===== src/rtl/prog_loader_pkg.sv =====
// rtl/prog_loader_pkg.sv - state encoding and default constants for prog_loader (PROG_LOADER_CSUM_EN adds CSUM)
package prog_loader_pkg;

  localparam int ADDR_W_DEF = 8;
  localparam int WORD_W_DEF = 12;

  // Bits of the HI byte that must be zero; only the low nibble carries instr[11:8].
  localparam logic [7:0] HI_MASK = 8'hF0;

  typedef enum logic [2:0] {
    S_IDLE  = 3'd0,
    S_COUNT = 3'd1,
    S_HI    = 3'd2,
    S_LO    = 3'd3,
`ifdef PROG_LOADER_CSUM_EN
    S_CSUM  = 3'd4,
`endif
    S_DONE  = 3'd5,
    S_ERROR = 3'd6
  } state_t;

endpackage


===== src/rtl/prog_loader.sv =====
// rtl/prog_loader.sv - serial byte-stream program loader; PROG_LOADER_CSUM_EN enables trailing checksum
module prog_loader
  import prog_loader_pkg::*;
#(
  parameter int ADDR_W = ADDR_W_DEF,
  parameter int WORD_W = WORD_W_DEF
) (
  input  logic              clk,
  input  logic              rst,
  input  logic              start,
  input  logic [7:0]        in_data,
  input  logic              in_valid,
  output logic              in_ready,
  output logic [ADDR_W-1:0] pmem_addr,
  output logic [WORD_W-1:0] pmem_wdata,
  output logic              pmem_we,
  output logic              load_active,
  output logic              done,
  output logic              err
);

  localparam logic [ADDR_W-1:0] ADDR_ONE = ADDR_W'(1);

  state_t            state_q, state_d;
  logic [ADDR_W-1:0] count_q, count_d;
  logic [3:0]        hi_q, hi_d;
  logic [ADDR_W-1:0] addr_q, addr_d;
  logic [WORD_W-1:0] wdata_q, wdata_d;
  logic              we_q, we_d;
  logic              accept;
`ifdef PROG_LOADER_CSUM_EN
  logic [7:0]        sum_q, sum_d;
`endif

  // Ready in every state that is waiting for a stream byte.
  always_comb begin
    in_ready = 1'b0;
    case (state_q)
      S_COUNT, S_HI, S_LO: in_ready = 1'b1;
`ifdef PROG_LOADER_CSUM_EN
      S_CSUM:              in_ready = 1'b1;
`endif
      default:             in_ready = 1'b0;
    endcase
  end

  assign accept      = in_valid & in_ready;
  // The final write lands after the FSM has left LO, so the pending strobe keeps the core held.
  assign load_active = in_ready | we_q;
  assign done        = (state_q == S_DONE);
  assign err         = (state_q == S_ERROR);
  assign pmem_addr   = addr_q;
  assign pmem_wdata  = wdata_q;
  assign pmem_we     = we_q;

  // Next-state, word assembly, address advance and running sum.
  always_comb begin
    state_d = state_q;
    count_d = count_q;
    hi_d    = hi_q;
    addr_d  = addr_q;
    wdata_d = wdata_q;
    we_d    = 1'b0;
`ifdef PROG_LOADER_CSUM_EN
    sum_d   = sum_q;
    if (accept && state_q != S_CSUM) begin
      sum_d = sum_q + in_data;
    end
`endif
    // Address moves on in the cycle that carries the strobe.
    if (we_q) begin
      addr_d = addr_q + ADDR_ONE;
    end
    case (state_q)
      S_IDLE, S_DONE, S_ERROR: begin
        if (start) begin
          state_d = S_COUNT;
          addr_d  = '0;
`ifdef PROG_LOADER_CSUM_EN
          sum_d   = '0;
`endif
        end
      end
      S_COUNT: begin
        if (accept) begin
          count_d = ADDR_W'(in_data);
          state_d = S_HI;
        end
      end
      S_HI: begin
        if (accept) begin
          if ((in_data & HI_MASK) != 8'h00) begin
            state_d = S_ERROR;
          end else begin
            hi_d    = in_data[3:0];
            state_d = S_LO;
          end
        end
      end
      S_LO: begin
        if (accept) begin
          we_d    = 1'b1;
          wdata_d = WORD_W'({hi_q, in_data});
          // Count 0 wraps to all-ones here, giving 2^ADDR_W words.
          if (addr_q == count_q - ADDR_ONE) begin
`ifdef PROG_LOADER_CSUM_EN
            state_d = S_CSUM;
`else
            state_d = S_DONE;
`endif
          end else begin
            state_d = S_HI;
          end
        end
      end
`ifdef PROG_LOADER_CSUM_EN
      S_CSUM: begin
        if (accept) begin
          state_d = (in_data == sum_q) ? S_DONE : S_ERROR;
        end
      end
`endif
      default: state_d = S_IDLE;
    endcase
  end

  // State and datapath registers; reset drops any pending write.
  always_ff @(posedge clk or negedge rst) begin
    if (!rst) begin
      state_q <= S_IDLE;
      count_q <= '0;
      hi_q    <= '0;
      addr_q  <= '0;
      wdata_q <= '0;
      we_q    <= 1'b0;
`ifdef PROG_LOADER_CSUM_EN
      sum_q   <= '0;
`endif
    end else begin
      state_q <= state_d;
      count_q <= count_d;
      hi_q    <= hi_d;
      addr_q  <= addr_d;
      wdata_q <= wdata_d;
      we_q    <= we_d;
`ifdef PROG_LOADER_CSUM_EN
      sum_q   <= sum_d;
`endif
    end
  end

endmodule


===== config.mk =====
export PLATFORM = sky130hd
export DESIGN_NAME = prog_loader
export DESIGN_NICKNAME = d
export VERILOG_FILES = /design/src/rtl/prog_loader_pkg.sv /design/src/rtl/prog_loader.sv
export SDC_FILE = /design/constraint.sdc
export NUM_CORES = 1
export LEC_CHECK = 0
export ABC_CLOCK_PERIOD_IN_PS = 2550
export BUFFER_PORTS_ARGS = -buffer_cell sky130_fd_sc_hd__buf_2
export CAP_MARGIN = 10
export CORE_MARGIN = 1.5
export CORE_UTILIZATION = 40
export CTS_CLUSTER_SIZE = 24
export DETAILED_ROUTE_END_ITERATION = 10
export HOLD_SLACK_MARGIN = 0.08
export SETUP_SLACK_MARGIN = 0.2
export SLEW_MARGIN = 20
export SYNTH_ARGS = -nofsm -noshare
export SYNTH_HDL_FRONTEND = slang
export SYNTH_SLANG_ARGS = --single-unit

===== constraint.sdc =====
create_clock -name clk -period 2.55 [get_ports clk]
set_clock_uncertainty 0.05 [all_clocks]
set_input_delay 0.255 -clock clk [delete_from_list [all_inputs] [get_ports clk]]
set_output_delay 0.255 -clock clk [all_outputs]
set_load 0.005 [all_outputs]

## Yosys cells after proc, flatten, opt, wreduce, memory -nomap -nowiden

Cells that the tools add are included.

- Register bits after elaboration: 36
- Input port bits: 12
- Output and inout bits: 25
- Word-level logic and storage cells: 42

- Add/subtract/negate cells: 2
- Eq/ne operators: 10
- Mux-type cells: 13
- Bitwise operators: 3
- Reduce and logical (&&, ||, !) cells: 8

Operators by type and width:

| cell | count |
|---|---|
| $mux W8 | 3 |
| $mux W3 | 6 |
| $pmux W3 S4 | 1 |
| $add A8 B1 Y8 const B | 1 |
| $eq A8 B8 Y1 | 1 |
| $ne A2 B2 Y1 const B | 4 |
| $reduce_bool A8 Y1 | 1 |
| $sub A8 B1 Y8 const B | 1 |
| $eq A3 B2 Y1 const B | 2 |
| $eq A3 B3 Y1 const B | 2 |
| $reduce_or A3 Y1 | 2 |
| $reduce_and A2 Y1 | 2 |
| $reduce_and A4 Y1 | 1 |
| $eq A3 B1 Y1 const B | 1 |
| $logic_not A3 Y1 | 1 |
| $mux W1 | 3 |
| $reduce_and A3 Y1 | 1 |
| $and A1 B1 Y1 | 1 |
| $not A1 Y1 | 1 |
| $or A1 B1 Y1 | 1 |

## Depth between registers and ports, before layout

- Depth after elaboration: 6
- Depth in mapped cells: 7
- Depth with buffers taken out: 7

## Worst setup path before layout

Ideal clock, no wire load.

- Kind: register to register
- From: reg count_q[0]
- To: reg state_q[1]
- Library setup time: 0.121 ns
- Arrival time: 1.797 ns
- Data required time: 2.379 ns
- Slack: 0.582 ns
- Cell stages (with the launch flop): 8
- Path buffers: 0
- Clock period less this slack: 1.968 ns
- Cell sequence: dfrtp_1 -> inv_1 -> ha_1 -> or3b_1 -> nor4_1 -> o211ai_1 -> a211o_1 -> a2bb2oi_1

- Cells in the longest elaborated chain, start to end: 5

Ends and longest elaborated chain:

| item | line | source |
|---|---|---|
| start, declared | prog_loader.sv:25 | `logic [ADDR_W-1:0] count_q, count_d;` |
| start signal, assigned | prog_loader.sv:141 | `count_q <= count_d;` |
| $sub A8 B1 Y8 | prog_loader.sv:105 | `if (addr_q == count_q - ADDR_ONE) begin` |
| $eq A8 B8 Y1 | prog_loader.sv:105 |  |
| $mux W3 | prog_loader.sv:105 |  |
| $mux W3 | prog_loader.sv:101 | `if (accept) begin` |
| $pmux W3 S4 | prog_loader.sv:74 | `case (state_q)` |
| end signal, assigned | prog_loader.sv:140 | `state_q <= state_d;` |
| end, declared | prog_loader.sv:24 | `state_t state_q, state_d;` |

No other way between the ends. The select of a mux whose other input is x is not followed.
A chain may end at the register's enable or synchronous reset.

## Final worst setup path

- From: reg count_q[0]
- To: reg state_q[0]

The elaborated chain is that of the path after synthesis.

==> flow_summary.json <==
{
  "ant_nets": 0,
  "crit_type": "flop to flop",
  "hp-class": "input port to flop",
  "io_buffers": 36,
  "leakagePower_uw": 0.001012,
  "final.fill_count": 435,
  "coreArea_um2": 4324,
  "hpwl_um": 2671,
  "start_kind": "flop",
  "synthTopCellsByArea": "dfrtp_1, mux2_1, xnor2_1, xor2_1, nor2_1",
  "drc": 0,
  "synthToLayoutAreaGrowth_pct": 19.37,
  "final_cell_mix": "dfrtp_1, buf_2, mux2_1",
  "slowest_delay_ps": 410,
  "die_x_um": 69.88,
  "avgSynthCellArea_um2": 11.25,
  "gr-total-overflow": 0,
  "grt_usage": 0.1586,
  "p_per_area_nw_per_um2": 1114,
  "cp.arrival_ps": 2310,
  "ys_ff_latch": 36,
  "yosysWarnings": 0,
  "dpl_cell_area_um2": 2018,
  "antenna_found_initial": 0,
  "min_from": "in_data[5]",
  "pin_count": 37,
  "clkSlewWorstSetupHoldPaths_ps": 70,
  "yosysSeqAreaShare": 0.5035,
  "r2r_start": "count_q[0]",
  "outcome": "finished, final reports clean",
  "worst_pin_slew_ps": 782.2,
  "drv_cap": 0,
  "die_h_um": 69.88,
  "first_pass_iters": 4,
  "grt_pass1_wl_um": 6106,
  "hold_viol": 0,
  "synth_top_area_cell": "dfrtp_1",
  "fin_crit_ps": 2156,
  "relSlewSlack": 0.4786,
  "cts.repair.resized": 0,
  "gp_congestion": 0.7763,
  "viasPerCell": 5.323,
  "rr_worst_depth": 7,
  "worstPathCellList": "inv_1 > ha_1 > or3b_1 > nor4_1 > o211ai_1 > a211o_1 > a41oi_2",
  "fin_setup_tns_ps": 0,
  "die_area_um2": 4883,
  "numCtsBuffers": 5,
  "cts_setup_buffers": 0,
  "syn-cell-area_um2": 1789,
  "ctsHoldBuffers": 1,
  "dr_total_vias": 1336,
  "wire_per_inst_um": 14.32,
  "r2r_end": "state_q[0]",
  "critPathMaxFanout": 4,
  "peakVddDrop_v": 0.0004423,
  "cts_sinks": 36,
  "rsz0062_at_grt": "no",
  "clk_latency_ps": 290,
  "fin_area_um2": 2136,
  "end_kind": "flop",
  "fin_nets": 212,
  "drive_gt1_frac": 0.2412,
  "num_rows": 24,
  "drt_iter0_markers": 51,
  "synth_top_area_share": 0.5035,
  "max_freq_mhz": 463.8,
  "htreeDepth": 2,
  "slew_violations": 0,
  "clock_path_buffers": 2,
  "routed_wl_um": 3594,
  "diodes": 0,
  "slowest_stage": "dfrtp_1",
  "cts_tree": "built",
  "fin_crit_sh": 0.8455,
  "critical_path_required_ps": 2710,
  "synth_cells": 159,
  "start_util": 0.4138,
  "hold_depth": 2,
  "hold_path_end": "count_q[5]",
  "r2r_slack_ps": 390,
  "clockRootBuffer": "clkbuf_8",
  "grt_max_degree": 37,
  "synth_cell_types": 43,
  "grt_pass1_vias": 1335,
  "synth_nets": 173,
  "setup_viol_count_final": 0
}
flip-flops by register name (all words and copies together) (netlist names):
register and flops:
hi_q 4, pmem_addr 8, pmem_wdata 12, pmem_we 1, state_q 3, count_q 8
cell type report:
type,instances,area (µm²),area share
flip-flops and latches,36,900.9,0.4218
clock buffers,6,72.57,0.03398
multi-input cells,112,845.8,0.3960
well taps,52,65.06,0.03046
clock inverters,2,35.03,0.01640
repair buffers,38,197.7,0.09256
inverters,5,18.77,0.008787
routing by layer:
metal / wire length [µm] / GRT usage / part of all wire
met4: 64 / 0.06624 / 0.018
met1: 1582 / 0.1976 / 0.44
met2: 1779 / 0.2614 / 0.49
met3: 168 / 0.04185 / 0.047
met5: 0 / 0 / 0
synthesized netlist by cell type (all sizes together):
cell / instances
a211o: 1
a211oi: 1
a21oi: 2
a221oi: 1
a22oi: 1
a2bb2oi: 1
a311oi: 1
a32oi: 1
a41oi: 1
and2: 2
and3: 1
and3b: 1
and4: 1
buf: 1
clkbuf: 5
dfrtp: 36
ha: 2
inv: 5
mux2: 22
mux2i: 1
nand2: 8
nand2b: 1
nand3: 4
nand4: 2
nand4b: 1
nor2: 17
nor2b: 2
nor3: 2
nor4: 2
nor4b: 1
o211ai: 2
o21a: 1
o21ai: 4
o22ai: 1
o31a: 1
o32ai: 1
or2: 2
or3b: 1
xnor2: 11
xor2: 8
how the worst max path moves through the flow:
stage / from / end / slack [ps] / depth (start not counted)
2_1_floorplan: count_q[0] / state_q[1] / 580 / 7
3_3_place_gp: count_q[0] / state_q[1] / 530 / 7
3_5_place_dp: count_q[0] / state_q[0] / 430 / 7
4_1_cts: count_q[0] / state_q[0] / 410 / 7
5_1_grt: count_q[0] / state_q[0] / 260 / 7
6_report: count_q[0] / state_q[0] / 390 / 7
per-stage QoR:
step | utilization | worst slack (ps) | total power (µW) | cells | hold WS, ps
6_report | 0.4939 | 393.8 | 2379 | 251 | 156.2
5_1_grt | 0.4939 | 255.2 | 2567 | 251 | 157.4
4_1_cts | 0.4939 | 408.5 | 2409 | 251 | 150.3
3_5_place_dp | 0.4667 | 433.6 | 1908 | 242 | 339.7
3_3_place_gp | 0.4667 | 526.7 | 1847 | 242 | 315.0
2_1_floorplan | - | 581.7 | 1599 | 159 | -90.59
power breakdown:
group | internal (µW) | total [µW] | switching [µW]
logic | 454 | 859 | 404
registers | 797 | 1030 | 237
clock network | 290 | 486 | 196
total | 1540 | 2380 | 838
logic make-up after synthesis:
kind of cell	synth area share
AND/OR/NAND/NOR	0.1371
flip-flops	0.5035
multiplexers	0.1441
AO/OA/AOI/OAI	0.08462
XOR/XNOR	0.09301
buffers and inverters	0.02378
adder cells (fa/ha/maj)	0.01398
worst max-delay path, delay by kind of cell (launching register included):
family	cells	cell delay (ps)
and+or+nand+nor	2	640
buffers and inverters	1	90
AOI/OAI and AO/OA	3	640
DFF	1	410
adders and majority gates	1	240
Note: power is estimated with default switching activity, not from simulation.
